### src/rtl/dmem_arb_pkg.sv
// Shared types and constants for the data-memory arbiter.
package dmem_arb_pkg;

  typedef enum logic [1:0] {
    IDLE   = 2'd0,
    ACCESS = 2'd1,
    RESP   = 2'd2
  } dmem_arb_state_t;

  localparam int DMEM_ARB_NREQ       = 2;
  localparam int DMEM_ARB_ALIGN_BITS = 3;

endpackage

### src/rtl/rr_arb2.sv
// Combinational 2-way grant select.
// DMEM_ARB_RR_EN defined: round-robin on ties; undefined: port 0 fixed priority.
module rr_arb2 (
  input  logic [1:0] req,
`ifdef DMEM_ARB_RR_EN
  input  logic       last,
`endif
  output logic [1:0] gnt
);

  always_comb begin
    gnt = 2'b00;
`ifdef DMEM_ARB_RR_EN
    // On a tie the port that did not win last time goes next.
    if (req == 2'b11) gnt = last ? 2'b01 : 2'b10;
    else              gnt = req;
`else
    if (req[0])      gnt = 2'b01;
    else if (req[1]) gnt = 2'b10;
`endif
  end

endmodule

### src/rtl/dmem_arbiter.sv
// Two-requester arbiter/sequencer for the 64-bit data memory (IDLE -> ACCESS -> RESP).
// Build option: DMEM_ARB_RR_EN selects round-robin ties, otherwise port 0 has priority.
module dmem_arbiter
  import dmem_arb_pkg::*;
#(
  parameter int ADDR_W    = 64,
  parameter int DATA_W    = 64,
  parameter int MEM_BYTES = 1024
) (
  input  logic                              clk,
  input  logic                              rst,
  input  logic [DMEM_ARB_NREQ-1:0]          req,
  input  logic [DMEM_ARB_NREQ-1:0]          req_we,
  input  logic [DMEM_ARB_NREQ*ADDR_W-1:0]   req_addr,
  input  logic [DMEM_ARB_NREQ*DATA_W-1:0]   req_wdata,
  output logic [DMEM_ARB_NREQ-1:0]          gnt,
  output logic [DMEM_ARB_NREQ-1:0]          rsp_valid,
  output logic [DATA_W-1:0]                 rsp_rdata,
  output logic                              rsp_err,
  output logic                              MemRead,
  output logic                              MemWrite,
  output logic [ADDR_W-1:0]                 mem_addr,
  output logic [DATA_W-1:0]                 mem_wdata,
  input  logic [DATA_W-1:0]                 mem_rdata,
  output dmem_arb_state_t                   dbg_state
);

  // Handshake: requester i holds req[i] and its req_* fields until it sees the
  // one-cycle gnt[i] (only ever in IDLE); the answer is a one-cycle rsp_valid[i].
  dmem_arb_state_t          state_q, state_d;
  logic [1:0]               arb_gnt;
  logic                     win_sel, win_q, we_q, err_q;
  logic                     sel_we, sel_illegal, grant_fire;
  logic [ADDR_W-1:0]        sel_addr, mem_addr_q;
  logic [DATA_W-1:0]        sel_wdata, mem_wdata_q, rsp_rdata_q;
`ifdef DMEM_ARB_RR_EN
  logic                     last_q;
`endif

  rr_arb2 u_arb (
    .req  (req),
`ifdef DMEM_ARB_RR_EN
    .last (last_q),
`endif
    .gnt  (arb_gnt)
  );

  assign grant_fire = (state_q == IDLE) && (arb_gnt != 2'b00);
  assign win_sel    = arb_gnt[1];
  assign sel_we     = win_sel ? req_we[1] : req_we[0];
  assign sel_addr   = win_sel ? req_addr[ADDR_W +: ADDR_W] : req_addr[0 +: ADDR_W];
  assign sel_wdata  = win_sel ? req_wdata[DATA_W +: DATA_W] : req_wdata[0 +: DATA_W];
  assign sel_illegal = (sel_addr[DMEM_ARB_ALIGN_BITS-1:0] != '0) ||
                       (sel_addr >= ADDR_W'(MEM_BYTES));

  always_comb begin
    state_d = state_q;
    case (state_q)
      IDLE:    if (grant_fire) state_d = sel_illegal ? RESP : ACCESS;
      ACCESS:  state_d = RESP;
      RESP:    state_d = IDLE;
      default: state_d = IDLE;
    endcase
  end

  // Memory address/data registers only load on legal grants, so they hold
  // their last driven values across errors and idle cycles.
  always_ff @(posedge clk or posedge rst) begin
    if (rst) begin
      state_q     <= IDLE;
      win_q       <= 1'b0;
      we_q        <= 1'b0;
      err_q       <= 1'b0;
      mem_addr_q  <= '0;
      mem_wdata_q <= '0;
      rsp_rdata_q <= '0;
`ifdef DMEM_ARB_RR_EN
      last_q      <= 1'b1;
`endif
    end else begin
      state_q <= state_d;
      if (grant_fire) begin
        win_q       <= win_sel;
        we_q        <= sel_we;
        err_q       <= sel_illegal;
        rsp_rdata_q <= '0;
`ifdef DMEM_ARB_RR_EN
        last_q      <= win_sel;
`endif
        if (!sel_illegal) begin
          mem_addr_q  <= sel_addr;
          mem_wdata_q <= sel_wdata;
        end
      end
      if (state_q == ACCESS && !we_q) rsp_rdata_q <= mem_rdata;
    end
  end

  assign gnt       = (state_q == IDLE) ? arb_gnt : 2'b00;
  assign MemWrite  = (state_q == ACCESS) &&  we_q;
  assign MemRead   = (state_q == ACCESS) && !we_q;
  assign mem_addr  = mem_addr_q;
  assign mem_wdata = mem_wdata_q;
  assign rsp_valid = (state_q == RESP) ? (win_q ? 2'b10 : 2'b01) : 2'b00;
  assign rsp_err   = (state_q == RESP) && err_q;
  assign rsp_rdata = rsp_rdata_q;
  assign dbg_state = state_q;

endmodule

### config.mk
export PLATFORM = sky130hd
export DESIGN_NAME = dmem_arbiter
export DESIGN_NICKNAME = d
export VERILOG_FILES = /design/src/rtl/dmem_arb_pkg.sv /design/src/rtl/rr_arb2.sv /design/src/rtl/dmem_arbiter.sv
export SDC_FILE = /design/constraint.sdc
export NUM_CORES = 1
export LEC_CHECK = 0
export ABC_CLOCK_PERIOD_IN_PS = 6500
export BUFFER_PORTS_ARGS = -buffer_cell sky130_fd_sc_hd__buf_2
export CORE_AREA = 2 2 206 208
export DETAILED_ROUTE_END_ITERATION = 10
export DIE_AREA = 0 0 208 210
export GPL_ROUTABILITY_DRIVEN = 0
export PLACE_DENSITY_LB_ADDON = 0.25
export SYNTH_ARGS = -nofsm -noshare
export SYNTH_HDL_FRONTEND = slang
export SYNTH_SLANG_ARGS = --single-unit
### constraint.sdc
create_clock -name clk -period 6.5 [get_ports clk]
set_clock_uncertainty 0.1 [all_clocks]
set_input_delay 0.65 -clock clk [delete_from_list [all_inputs] [get_ports clk]]
set_output_delay 0.65 -clock clk [all_outputs]
set_load 0.01 [all_outputs]
== Yosys cells after proc, flatten, opt, wreduce, memory -nomap -nowiden ==
Cells that the tools add are included.

* Logic and storage cells: 36
* Bits of input ports: 326
* Output and inout port bits: 201
* Register bits after elaboration: 197

* Multiplexer cells: 13
* Magnitude comparators: 1
* Equal/unequal tests: 3
* Bitwise operators: 1
* Reduce and logical (&&, ||, !) cells: 11

{| class="wikitable"
|+ Operators with widths
! kind !! number
|-
| $mux W64 || 4
|-
| $ge A64 B11 Y1 const B || 1
|-
| $mux W2 || 7
|-
| $logic_and A1 B1 Y1 || 4
|-
| $pmux W2 S2 || 1
|-
| $reduce_bool A2 Y1 || 2
|-
| $reduce_bool A3 Y1 || 1
|-
| $eq A2 B1 Y1 const B || 1
|-
| $eq A2 B2 Y1 const B || 1
|-
| $logic_not A2 Y1 || 1
|-
| $ne A2 B2 Y1 const B || 1
|-
| $reduce_and A2 Y1 || 1
|-
| $logic_not A1 Y1 || 1
|-
| $logic_or A1 B1 Y1 || 1
|-
| $mux W1 || 1
|-
| $not A1 Y1 || 1
|}

== Longest topological paths before layout ==
Gate-level depths: netlist (run 1).

* Word-level depth: 8
* Depth in mapped cells: 7
* Mapped depth without buffers: 5

== Modules after synthesis ==
A second synthesis (run 1) with hierarchy kept.

* Cell total of the unflattened synthesis: 566
* Area total of the unflattened synthesis: 8277.9 sq um

{| class="wikitable"
|+ Modules (own cells, without submodules)
! module !! sequential area each (sq um) !! area each (sq um) !! instances !! cells each
|-
| dmem_arbiter || 4929.7 || 8256.7 || 1 || 564
|-
| rr_arb2 || 0.0 || 21.3 || 1 || 2
|}

== Worst setup path before layout (run 1) ==
Ideal clock, no wire load.

* Path kind: in2reg
* Start point: in req_addr[102]
* End point: reg mem_wdata_q[10], in the netlist mem_wdata[10]
* Required time: 6.273 ns
* Stages on the path: 7
* Arrival: 2.626 ns
* Buffers on the path: 2
* Slack: 3.646 ns
* Setup time: 0.127 ns
* Cells stage by stage: or4_1 > nor4_1 > nand4_1 > a2111oi_2 > buf_4 > buf_6 > mux2_1

* Word-level cells in the longest chain between the ends: 5

{| class="wikitable"
|+ RTL lines
! item !! line !! text
|-
| start: declaration || dmem_arbiter.sv:14 || <nowiki>input logic [DMEM_ARB_NREQ*ADDR_W-1:0] req_addr,</nowiki>
|-
| $mux W64 || dmem_arbiter.sv:51 || <nowiki>assign sel_addr = win_sel ? req_addr[ADDR_W +: ADDR_W] : req_addr[0 +: ADDR_W];</nowiki>
|-
| $ge A64 B11 Y1 || dmem_arbiter.sv:54 || <nowiki>(sel_addr >= ADDR_W'(MEM_BYTES));</nowiki>
|-
| $logic_or A1 B1 Y1 || dmem_arbiter.sv:53 || <nowiki>assign sel_illegal = (sel_addr[DMEM_ARB_ALIGN_BITS-1:0] != '0) ||</nowiki>
|-
| $not A1 Y1 (no source line) || - ||
|-
| $reduce_and A2 Y1 (no source line) || - ||
|-
| end signal: assignment || dmem_arbiter.sv:92 || <nowiki>mem_wdata_q <= sel_wdata;</nowiki>
|-
| end: declaration || dmem_arbiter.sv:35 || <nowiki>logic [DATA_W-1:0] sel_wdata, mem_wdata_q, rsp_rdata_q;</nowiki>
|}

No other way between the ends.
A chain may end at the register's enable or synchronous reset.

== Worst setup path in the final report (run 1) ==
* Start point: in req_addr[126]
* End point: reg mem_wdata_q[37], in the netlist mem_wdata[37]

Same word-level chain as after synthesis.

==> run summary, run 1 <==
status - completed
RSZ-0062 raised after global routing - no
Power Total - 2.58 mW
top cells by area, synth - dfrtp_1 (61%), nand2_1 (10%), mux2_1 (7.1%), a22o_1 (6.9%), nor2b_1 (4.5%)
CTS tree - done
fin nets - 1555
mapped cell area - 8120 µm²
Power per Cell Area - 216 nW/µm²
period utilization - 0.503
Avg WL per Cell - 15.5 µm
post-CTS sizing - 0
Seq pwr share - 0.478
design area - 11900 µm²
filler instances - 4402
Critical Path Sink Type - flip-flop
global-route wire length before repair - 42500 µm
worst slack, placed - 2.77 ns
Yosys reg bits - 197
Max Fclk - 306 MHz
Post-Layout Cell Count - 1781
cell taking the most area after synthesis - dfrtp_1
DR vias - 7156
core box area - 41500 µm²
Final min period - 3.27 ns
Slew Viols, Final - 0
Detail Placement HPWL - 20900 µm
I/O Pins - 527
Iter 0 DRT Violations - 314
initial antenna violation count - 0
Via density - 4.02
CTS root buf - clkbuf_16
critical path class - input port to flip-flop
sum of negative setup slack - 0 ns
Post-CTS Setup Inserts - 0
Core Rows - 75
Worst EP required - 6.72 ns
asr flop ratio synth - 1.00
placed inst area - 11300 µm²
DRT Pass-1 Iters - 4
# port buffers - 526
vias in the first global route - 7248
Final Worst Setup Slack - 3.23 ns
count leader, synth - nand2_1
proportion of layout cells with a drive suffix above 1 - 0.476
Worst Hold Class - input port to async pin
Final Hold Fails - 0
CTS Sinks - 197
Main synth FF type - dfrtp_1
final core utilization - 0.288
Comb power frac - 0.088
Seq/Total Area, Yosys - 0.607
top cells by count, synth - nand2_1 (216), dfrtp_1 (197), a22o_1 (64), nor2b_1 (58), mux2_1 (51)
Area Growth Syn to Fin - 47.1%
Clock Power Share - 0.434
Total Routed Length - 27600 µm
Initial Util - 0.196
Max clock buf depth - 2
max cap viols - 0
crit path DAT - 3.49 ns
Synth Warn # - 0
H-tree depth - 4
worst slew pin tran - 0.965 ns
Slew HR - 0.348
Startpoint Class - input port
Fin Hold WS - 0.189 ns
DIE HEIGHT - 210 µm
Antenna Nets Post-Route - 0
Switching Share - 0.256
GRT Residual Overflow - 0
die width - 208 µm
Synth top area share - 0.607
Pleak - 7.09 nW
number of flops mapped to enable cells by yosys - 0
gr usage total - 0.126
Final setup viols - 0
Int Power - 1.92 mW
Crit-path slowest cell - or4_1
Clock Latency Late Sink - 0.44 ns
TritonCTS Buffers - 17
maximum vdd ir drop - 0.147 mV
largest net degree at the start of global routing - 131
post-synthesis cell type count - 33
DRC - 0
Die Area - 43700 µm²
Sw Pwr - 0.660 mW
CTS Hold Buffers Added - 0
CTS clk-pin slew, worst paths - 0.08 ns
syn_nets - 1046
mean post-synth cell area - 11.3 µm²
R2R setup slack - 3.98 ns
dpl cells - 1749
cell chain of the critical path - buf_2, or4_1, nor4_1, nand4_1, a2111oi_4, buf_12, mux2_1
n_diodes - 0
crit-path max FO - 130
Mapped Cells - 720
max incr delay on CP - 0.51 ns
[kinds of logic (layout without fill, tap and decap cells)]
family	Yosys count	count (layout)	synth area share
AOI/OAI and AO/OA	72	72	0.0772
buffers and inverters	46	568	0.0276
DFF	197	197	0.607
muxes	71	71	0.0984
and+or+nand+nor	334	334	0.190
[critical path: cells and delay by family]
kind,cells,cell delay (ns)
and+or+nand+nor,3,1.20
buffers and inverters,2,0.64
AOI/OAI and AO/OA,1,0.46
muxes,1,0.39
[layer usage]
metal	track usage	part of all wire	up-vias	wire [µm]
met2	0.193	0.45	310	12400
met4	0.0364	0.014	0	374
met5	0	0	-	0
met1	0.165	0.43	3350	12000
li1	-	-	3478	-
met3	0.0496	0.10	18	2870
[registers in the layout, summed over array words and instances, names as in the netlist]
| register | flops |
|---|---|
| mem_wdata | 64 |
| we_q | 1 |
| err_q | 1 |
| win_q | 1 |
| dbg_state | 2 |
| mem_addr | 64 |
| rsp_rdata | 64 |
[cell type report]
type / instances / area, µm² / share of cell area
flip-flops and latches: 197 / 4930 / 0.413
multi-input cells: 477 / 3010 / 0.252
repair buffers: 533 / 2700 / 0.226
well taps: 539 / 674 / 0.0565
clock buffers: 18 / 429 / 0.0359
clock inverters: 14 / 189 / 0.0158
inverters: 3 / 18.8 / 0.00157
[layout by cell type, fill, tap and decap left out, drive strengths merged, types with 2 or more instances in the layout]
master	instances
nor3b	2
inv	9
and3b	2
clkinv	5
nor2b	58
nor4	24
mux2	71
nand2	216
bufinv	2
nand2b	2
dfrtp	197
clkbuf	18
and4	2
or4	4
nand4	6
nor3	5
buf	533
nor2	9
a22o	64
[power by group through the flow]
stage / Sequential [mW] / Clock [mW] / Combinational [mW]
after floorplan: 1.25 / 0 / 0.0873
after global placement: 1.26 / 0 / 0.229
after detailed placement: 1.26 / 0 / 0.229
after CTS: 1.23 / 1.17 / 0.230
after global routing: 1.23 / 1.22 / 0.256
final: 1.23 / 1.12 / 0.227
[worst paths after layout]
kind                               start       endpoint  depth (start not counted)
max                        req_addr[126]  mem_wdata[37]                          7
max reg2reg                 dbg_state[0]  mem_wdata[37]                          5
min reg2reg                mem_wdata[31]  mem_wdata[31]                          1
max in group asynchronous            rst  mem_wdata[50]                          3
min in group clk           mem_rdata[43]  rsp_rdata[43]                          2
min                                  rst  rsp_rdata[48]                          2
No activity file was read; power rests on OpenSTA's default activity.
==> run 2, diff against run 1 <==
- ABC_CLOCK_PERIOD_IN_PS: 6500 -> 2600
- clock period: 6.5 -> 2.6 ns (I/O delays scaled with it)
==> run summary, run 2 (synthesis results as in run 1) <==
status - completed
Critical Path Sink Type - flip-flop
Worst EP required - 2.82 ns (-3.90 ns)
Final setup viols - 0 (unchanged)
crit-path max FO - 23 (-82%)
Max Fclk - 415 MHz
Via density - 4.08 (+1.4%)
initial antenna violation count - 2 (+2)
fin nets - 1699 (+9.3%)
Area Growth Syn to Fin - 64.8%
die width - 208 µm (unchanged)
commonest non-fill, non-tap cell in the layout - buf_2
period utilization - 0.926
largest net degree at the start of global routing - 74 (-44%)
Iter 0 DRT Violations - 293 (-6.7%)
final core utilization - 0.323 (+0.0347)
GRT Residual Overflow - 0 (unchanged)
Worst Hold Class - input port to flip-flop
worst slack, placed - -0.284 ns (-3.06 ns)
CTS Sinks - 197 (unchanged)
H-tree depth - 4 (unchanged)
commonest non-fill, non-tap cells in the layout - buf_2 (526), nand2_1 (216), dfrtp_1 (197), dlygate4sd3_1 (109), a22o_1 (64)
CTS root buf - clkbuf_16
Startpoint Class - input port
RSZ-0062 raised after global routing - no
gr usage total - 0.135 (+0.00878)
Final Hold Fails - 0 (unchanged)
# port buffers - 526 (unchanged)
cell chain of the critical path - buf_2, or4_1, nor4_1, buf_4, nand4_1, a2111oi_4, buf_12, buf_12, mux2_1
DRT Pass-1 Iters - 4 (unchanged)
sum of negative setup slack - 0 ns (unchanged)
CTS clk-pin slew, worst paths - 0.08 ns (about the same)
TritonCTS Buffers - 17 (unchanged)
vias in the first global route - 8092 (+12%)
Fin Hold WS - 0.0296 ns (-0.160 ns)
Die Area - 43700 µm² (unchanged)
Pleak - 7.75 nW (+9.3%)
Worst Path Buf+Inv - 4 (+2)
global-route wire length before repair - 45700 µm (+7.4%)
max cap viols - 0 (unchanged)
Antenna Nets Post-Route - 0 (unchanged)
Final min period - 2.41 ns
filler instances - 4277 (-2.8%)
Avg WL per Cell - 15.5 µm (-0.37%)
critical path class - input port to flip-flop
DIE HEIGHT - 210 µm (unchanged)
maximum vdd ir drop - 0.430 mV (+190%)
crit-path most repeated cell - buf_12
max incr delay on CP - 0.50 ns (about the same)
Max clock buf depth - 2 (unchanged)
Power per Cell Area - 488 nW/µm² (+130%)
crit path DAT - 2.63 ns (-0.86 ns)
CP top delay family - simple AND/OR/NAND/NOR gates
DRC - 0 (unchanged)
Clock Latency Late Sink - 0.45 ns (about the same)
core box area - 41500 µm² (unchanged)
Slew Viols, Final - 0 (unchanged)
Core Rows - 75 (unchanged)
worst slew pin tran - 0.823 ns (-0.142 ns)
Crit-path slowest cell - or4_1
Detail Placement HPWL - 22700 µm (+8.8%)
Reg area - 4930 µm² (unchanged)
I/O Pins - 527 (unchanged)
Initial Util - 0.196 (unchanged)
CTS tree - done
DR vias - 7849 (+9.7%)
proportion of layout cells with a drive suffix above 1 - 0.452 (-0.0242)
footprint of the multi-input gates - 3010 µm² (unchanged)
Slew HR - 0.444 (+0.0961)
design area - 13400 µm² (+12%)
Total Routed Length - 29800 µm (+7.7%)
placed inst area - 11700 µm² (+3.3%)
Final Worst Setup Slack - 0.191 ns (-3.04 ns)
[run 2: cell types whose count changed in the layout (fill, tap and decap cells not counted), sizes merged]
cell	previous run	this run
dlygate4sd3	0	109
diode	0	1
clkinv	5	6
bufinv	2	1
buf	533	568
[run 2: through the flow]
step           power, mW  std cells
6_report            6.52       1926
5_1_grt             6.86       1926
4_1_cts             6.66       1925
3_5_place_dp        3.76       1784
3_3_place_gp        3.76       1784
2_1_floorplan       3.36        720
[run 2: power by group]
part | internal (mW) | switching [mW] | total [mW]
registers | 3.07 | 0.0101 | 3.08
clock network | 1.37 | 1.32 | 2.69
logic | 0.400 | 0.357 | 0.757
total | 4.84 | 1.68 | 6.52
[run 2: final timing paths]
check                                    from             to  slack, ns  depth (start not counted)
worst max-delay path            req_addr[102]  mem_wdata[33]       0.19                          9
worst min-delay path            req_wdata[40]  mem_wdata[40]       0.03                          4
worst max register to register   dbg_state[0]  mem_wdata[33]       0.55                          6
worst min register to register  mem_wdata[28]  mem_wdata[28]       0.38                          1
max in group asynchronous                 rst   mem_wdata[3]       1.31                          4
min in group asynchronous                 rst   mem_addr[10]       0.43                          3
[run 2: repair_timing]
item | CTS | global route
setup endpoints to repair | 0 | 0
gates resized for setup | 0 | 0
buffers inserted | 0 | 0
hold endpoints to repair | 108 | 0
hold buffers | 109 | 0
[run 2: per-layer routing]
layer	vias up	routed length, µm	share of wire	GRT usage
met2	330	13300	0.45	0.207
met4	2	760	0.026	0.0538
li1	3765	-	-	-
met5	-	13	0.00044	0
met1	3711	13400	0.45	0.178
met3	41	2300	0.077	0.0407
[run 2: area by class of cell]
class,count,area share
repair buffers,677,0.311
inverters,3,0.00112
well taps,539,0.0504
multi-input cells,477,0.225
clock inverters,14,0.0121
clock buffers,18,0.0321
flip-flops and latches,197,0.368
diodes,1,0.000187
[run 2: tightest hold or removal path: stages]
cell and delay [ns]:
buf_2 0.07, nand2_1 0.04, nand2_1 0.06, mux2_1 0.11
